--- src/rtl/ravan_pkg.sv ---
// ravan_pkg: shared widths, opcodes, scheduler states and response entry layout for the RAVAN front end
package ravan_pkg;
  localparam int DATA_W = 64;
  localparam int KEY_W = 512;
  localparam int TAG_W = 4;
  typedef enum logic {OP_DEC = 1'b0, OP_ENC = 1'b1} op_e;
  typedef enum logic [1:0] {S_RUN, S_DRAIN, S_LOADKEY} sched_state_e;
  typedef struct packed {
    logic [DATA_W-1:0] data;
    logic              src;
    logic [TAG_W-1:0]  tag;
  } rsp_entry_t;
endpackage

--- src/rtl/ravan_rsp_fifo.sv ---
// ravan_rsp_fifo: synchronous response FIFO with occupancy count for the credit check
module ravan_rsp_fifo #(
  parameter int DEPTH = 8,
  parameter int W     = 69
) (
  input  logic                   clk,
  input  logic                   rst_n,
  input  logic                   push,
  input  logic                   pop,
  input  logic [W-1:0]           din,
  output logic [W-1:0]           dout,
  output logic [$clog2(DEPTH):0] count
);
  localparam int AW = $clog2(DEPTH);
  logic [W-1:0] mem_q [DEPTH];
  logic [AW-1:0] wr_q, wr_d, rd_q, rd_d;
  logic [AW:0] cnt_q, cnt_d;
  always_comb begin
    wr_d = wr_q + AW'(push);
    rd_d = rd_q + AW'(pop);
    cnt_d = cnt_q + (AW+1)'(push) - (AW+1)'(pop);
  end
  always_ff @(posedge clk)
    if (push) mem_q[wr_q] <= din;
  always_ff @(posedge clk or negedge rst_n)
    if (!rst_n) begin
      wr_q <= '0;
      rd_q <= '0;
      cnt_q <= '0;
    end else begin
      wr_q <= wr_d;
      rd_q <= rd_d;
      cnt_q <= cnt_d;
    end
  assign dout = mem_q[rd_q];
  assign count = cnt_q;
endmodule

--- src/rtl/ravan_job_scheduler.sv ---
// ravan_job_scheduler: round-robin issue of two requesters to the fixed-latency RAVAN core,
// tagged result return through a credit-protected FIFO, and drain/load/resume key updates
module ravan_job_scheduler
  import ravan_pkg::*;
#(
  parameter int CORE_LAT   = 4,
  parameter int RESP_DEPTH = 8,
  parameter int TAG_W      = 4
) (
  input  logic                clk,
  input  logic                rst_n,
  input  logic [1:0]          req_valid,
  output logic [1:0]          req_ready,
  input  logic [1:0]          req_op,
  input  logic [2*DATA_W-1:0] req_data,
  input  logic [2*TAG_W-1:0]  req_tag,
  input  logic                key_load_valid,
  output logic                key_load_ready,
  input  logic [KEY_W-1:0]    key_in,
  output logic                core_valid,
  output logic                core_op_sel,
  output logic [DATA_W-1:0]   core_data,
  output logic [KEY_W-1:0]    core_key,
  input  logic [DATA_W-1:0]   core_result,
  output logic                rsp_valid,
  input  logic                rsp_ready,
  output logic [DATA_W-1:0]   rsp_data,
  output logic                rsp_src,
  output logic [TAG_W-1:0]    rsp_tag,
  output logic                busy
);
  localparam int CW = $clog2(RESP_DEPTH) + 1;
  localparam int EW = DATA_W + 1 + TAG_W;
  sched_state_e state_q, state_d;
  logic rr_q, rr_d, win, hs, tail, grant_ok;
  logic [CW-1:0] inflight_q, inflight_d, fifo_cnt;
  logic core_valid_q, core_valid_d, core_src_q, core_src_d;
  op_e core_op_q, core_op_d;
  logic [DATA_W-1:0] core_data_q, core_data_d;
  logic [TAG_W-1:0] core_tag_q, core_tag_d;
  logic [KEY_W-1:0] key_q, key_d;
  logic [CORE_LAT-1:0] pv_q, pv_d, ps_q, ps_d;
  logic [CORE_LAT*TAG_W-1:0] pt_q, pt_d;
  logic [EW-1:0] fifo_dout;
  always_comb begin
    win = req_valid[rr_q] ? rr_q : (req_valid[~rr_q] ? ~rr_q : rr_q);
    // inflight counts from acceptance, so a granted-but-not-yet-issued job already holds a FIFO slot
    grant_ok = rst_n && state_q == S_RUN && !key_load_valid &&
               ({1'b0, inflight_q} + {1'b0, fifo_cnt} < (CW+1)'(RESP_DEPTH));
    req_ready = grant_ok ? (win ? 2'b10 : 2'b01) : 2'b00;
    hs = |(req_valid & req_ready);
    rr_d = hs ? ~win : rr_q;
    core_valid_d = hs;
    core_op_d = hs ? op_e'(req_op[win]) : core_op_q;
    core_data_d = hs ? (win ? req_data[2*DATA_W-1:DATA_W] : req_data[DATA_W-1:0]) : core_data_q;
    core_src_d = hs ? win : core_src_q;
    core_tag_d = hs ? (win ? req_tag[2*TAG_W-1:TAG_W] : req_tag[TAG_W-1:0]) : core_tag_q;
    tail = pv_q[CORE_LAT-1];
    pv_d = (pv_q << 1) | CORE_LAT'(core_valid_q);
    ps_d = (ps_q << 1) | CORE_LAT'(core_src_q);
    pt_d = (pt_q << TAG_W) | (CORE_LAT*TAG_W)'(core_tag_q);
    inflight_d = inflight_q + CW'(hs) - CW'(tail);
    state_d = (state_q == S_RUN && key_load_valid) ? S_DRAIN :
              (state_q == S_DRAIN && inflight_q == '0) ? S_LOADKEY :
              (state_q == S_LOADKEY) ? S_RUN : state_q;
    key_load_ready = state_q == S_LOADKEY;
    key_d = key_load_ready ? key_in : key_q;
  end
  always_ff @(posedge clk or negedge rst_n)
    if (!rst_n) begin
      state_q <= S_RUN;
      rr_q <= 1'b0;
      inflight_q <= '0;
      core_valid_q <= 1'b0;
      core_op_q <= OP_DEC;
      core_data_q <= '0;
      core_src_q <= 1'b0;
      core_tag_q <= '0;
      key_q <= '0;
      pv_q <= '0;
      ps_q <= '0;
      pt_q <= '0;
    end else begin
      state_q <= state_d;
      rr_q <= rr_d;
      inflight_q <= inflight_d;
      core_valid_q <= core_valid_d;
      core_op_q <= core_op_d;
      core_data_q <= core_data_d;
      core_src_q <= core_src_d;
      core_tag_q <= core_tag_d;
      key_q <= key_d;
      pv_q <= pv_d;
      ps_q <= ps_d;
      pt_q <= pt_d;
    end
  ravan_rsp_fifo #(.DEPTH(RESP_DEPTH), .W(EW)) u_fifo (
    .clk   (clk),
    .rst_n (rst_n),
    .push  (tail),
    .pop   (rsp_valid && rsp_ready),
    .din   ({core_result, ps_q[CORE_LAT-1], pt_q[CORE_LAT*TAG_W-1 -: TAG_W]}),
    .dout  (fifo_dout),
    .count (fifo_cnt)
  );
  assign rsp_valid = fifo_cnt != '0;
  assign {rsp_data, rsp_src, rsp_tag} = rsp_valid ? fifo_dout : '0;
  assign core_valid = core_valid_q;
  assign core_op_sel = core_op_q;
  assign core_data = core_data_q;
  assign core_key = key_q;
  assign busy = inflight_q != '0 || rsp_valid || state_q != S_RUN;
endmodule
--- config.mk ---
export PLATFORM = sky130hd
export DESIGN_NAME = ravan_job_scheduler
export DESIGN_NICKNAME = d
export VERILOG_FILES = /design/src/rtl/ravan_pkg.sv /design/src/rtl/ravan_rsp_fifo.sv /design/src/rtl/ravan_job_scheduler.sv
export SDC_FILE = /design/constraint.sdc
export NUM_CORES = 1
export LEC_CHECK = 0
export CAP_MARGIN = 5
export CORE_AREA = 5 5 533 535
export DETAILED_ROUTE_END_ITERATION = 12
export DIE_AREA = 0 0 538 540
export GPL_TIMING_DRIVEN = 0
export SETUP_SLACK_MARGIN = 0.4
export SLEW_MARGIN = 20
export SYNTH_ARGS = -nofsm -noshare
export SYNTH_HDL_FRONTEND = slang
export SYNTH_SLANG_ARGS = --single-unit
--- constraint.sdc ---
create_clock -name clk -period 7.15 [get_ports clk]
set_input_delay 1.0725 -clock clk [delete_from_list [all_inputs] [get_ports clk]]
set_output_delay 1.0725 -clock clk [all_outputs]
set_load 0.05 [all_outputs]
==> results by group <==
CTS
  – CTS root buf: clkbuf_16
  – Cts bufs inserted: ~140
  – CTS Hold Bufs: 0
  – # Post-CTS Setup Buffers: 0
  – CTS tree: done
  – Clk Latency, worst-skew pair: 0.82 ns
  – Sink Count: 1176
  – H-tree level count: 4
  – Clock Path Buffers: 4
  – Clock slew at reported path FFs: 0.06 ns
  – Count of cells resized by post-cts repair: 0

Setup path
  – Kind of start point of the critical path: primary input
  – Worst Path Arrival: 4.40 ns
  – Reg2reg start: u_fifo.count[2]$_DFF_PN0_
  – Crit path from: rst_n
  – Critical Path RT: 6.08 ns
  – Crit. End Element: output pin
  – CP max FO: 76
  – Critical setup path kind: in2out

Min path
  – Worst hold-check path type: in2async

Placed design
  – Inst Count DP: slightly below 8000
  – GP Congestion: 0.947
  – Final HPWL DP: around 240 mm
  – IO buf count: 1371

Global route
  – First-pass GRT wire length: 360 mm
  – Vias in the first global route: 32900
  – Antenna violations before repair: 235
  – GRT overflow: 0
  – Largest net degree at the start of global routing: 93
  – Gr usage total: 0.190

Synthesis
  – Synthesized flop and latch total: between 1000 and 1500
  – Register area share after synthesis: 0.715
  – Dominant cells by area after synthesis: edfxtp_1 (37%), dfrtp_1 (35%), mux2_2 (13%), mux2i_1 (4.6%), a22oi_1 (2.3%)
  – Synthesized netlist cell count: 2632
  – Synth top area share: 0.368
  – Synth area leader: edfxtp_1
  – Synth unique cells: 35
  – Mapped Area: 45000 um2
  – Syn Nets: ~3400
  – Ys Warns: 0
  – Synth Area per Inst: 17.1 um2

Power
  – Switching power: 14.6 mW
  – Power share of the combinational group: 0.478
  – Sw Ratio: 0.450
  – Peak supply drop: 0.000414 V
  – Share of power burned in registers: 0.289
  – Clock share of power: 0.233
  – Pwr Density: between 400 and 500 nW/um2
  – Internal power: 17.8 mW
  – Leakage: roughly 26 nW

STA
  – Clock Skew: between 0.1 and 0.15 ns
  – Setup TNS Final: 0 ns
  – Worst slew margin: 0.247
  – Period utilization: 0.766
  – Minimum clock period: 5.48 ns
  – Setup violations, final: 0
  – Fmax: 0.183 GHz
  – RSZ-0062 raised after global routing: no
  – Worst Tran Pin Value: 1.13 ns
  – Final Hold Viols: 0
  – Hold slack: 0.197 ns
  – Max-slew violation count: 0

Routing
  – DR WL/cell: 35.5 um
  – ANT nets after route: 0
  – Detailed Routing Iterations Pass 1: 5
  – DRT iter0 DRCs: 3045
  – DRC viols: 0
  – Drt via density: 3.98
  – Routed via count: 32200
  – WL final: about 290 mm

Floorplan
  – Rows: 194
  – Die height: 540 um
  – Num ports: 1372
  – Die Footprint: 291000 um2
  – Starting Density: 0.162
  – Die width: approximately 540 um
  – Core area: 278000 um2

Cells and area
  – Synth-to-layout area growth: 53.9%
  – Layout cells sized above 1: 0.213
  – Leading cell types in the layout, fill and taps excluded: clkdlybuf4s50_1 (1355), dfrtp_1 (624), edfxtp_1 (552)
  – Final cell count without fillers: 8103
  – Leading cell type in the layout, fill and taps excluded: clkdlybuf4s50_1
  – Nets: 4939

Flow run
  – Number of max-cap violations: 0

Run status
  – Status: finished, final reports clean
[cell families (layout without fill, tap and decap cells)]
family                   Yosys count  count (layout)  synth area share
multiplexers                     719             719             0.174
AO/OA/AOI/OAI                    358             358            0.0575
AND/OR/NAND/NOR                  171             171            0.0231
XOR/XNOR                           6               6           0.00117
buffers and inverters            183            1855            0.0237
flip-flops                      1176            1176             0.715
adder cells (fa/ha/maj)           19              19           0.00561
other                              0              75                 0
[worst paths after layout]
| check | cells past startpoint | endpoint | slack, ns |
|---|---|---|---|
| hold reg to reg | 0 | pt_q[5]$_DFF_PN0_ | 0.35 |
| setup reg to reg | 12 | u_fifo.count[2]$_DFF_PN0_ | 3.82 |
| setup / recovery | 8 | req_ready[0] | 1.67 |
| max in group asynchronous | 3 | core_key[55]$_DFFE_PN0P_ | 5.54 |
| min in group clk | 0 | pt_q[5]$_DFF_PN0_ | 0.35 |
| hold / removal | 1 | core_valid$_DFF_PN0_ | 0.20 |
[layer usage]
layer  global-route usage  share of wire  wire length, um  vias up
met5                    0        0.00080              230        -
met4               0.0567          0.034             9900       38
met3               0.0930           0.13            36500      536
met2                0.353           0.53           152000     1903
met1                0.184           0.31            88600    16500
li1                     -              -                -    13200
[registers in the layout, indices dropped and copies added, names as in the netlist]
register and count:
pv_q 4, state_q 2, u_fifo.rd_q 3, core_data 64, core_valid 1, rr_q 1
core_src_q 1, pt_q 16, ps_q 4, core_op_sel 1, u_fifo.wr_q 3, inflight_q 4
u_fifo.mem_q 552, core_key 512, u_fifo.count 4, core_tag_q 4
[cells in the mapped netlist]
library cell	instances
dfrtp_1	624
edfxtp_1	552
mux2_2	512
mux2i_1	207
a22oi_1	138
a21oi_1	73
nor2b_1	73
buf_4	72
and3_1	70
o2bb2ai_1	70
a211oi_1	69
clkbuf_1	46
buf_2	33
inv_1	18
ha_1	17
buf_6	9
nor2_1	8
buf_1	5
nand2b_1	5
xor2_1	5
a21o_1	3
and2_1	3
nand2_1	3
fa_1	2
nand4_1	2
nor3_1	2
nor3b_1	2
o21ai_0	2
a21oi_2	1
a22o_1	1
nand3_1	1
nor4_1	1
o21a_1	1
or2_1	1
xnor2_1	1
[cell type report]
cell class | count | area, um2
clock inverters | 77 | 945
well taps | 3724 | 4660
fillers | 28700 | 209000
clock buffers | 171 | 3760
inverters | 18 | 67.6
repair buffers | 1424 | 14700
flip-flops and latches | 1176 | 32200
diodes | 75 | 188
multi-input cells | 1273 | 11800
plain buffers | 165 | 998
[power by group through the flow]
stage | clock network [mW] | logic, mW | registers (mW)
final | 7.53 | 15.4 | 9.35
after global placement | 0 | 15.5 | 9.46
after global routing | 7.98 | 16.0 | 9.49
after CTS | 7.72 | 15.6 | 9.37
after floorplan | 0 | 4.65 | 13.3
after detailed placement | 0 | 15.5 | 9.45
[critical path, cell delays in order]
cell	delay [ns]
buf_8	0.36
buf_16	0.37
nor3b_1	0.25
nand4_1	0.26
buf_2	0.31
clkbuf_1	0.39
nor2_1	0.23
clkdlybuf4s50_1	1.01
[through the flow]
stage	worst slack [ns]	area, um2	power, mW	util
2_1_floorplan	1.32	45000	18.0	-
5_1_grt	1.38	69200	33.4	0.249
4_1_cts	1.49	69100	32.7	0.248
3_3_place_gp	-25.27	63400	25.0	0.228
6_report	1.67	69300	32.3	0.249
3_5_place_dp	1.50	64400	24.9	0.231
(Power assumes the default switching activity.)
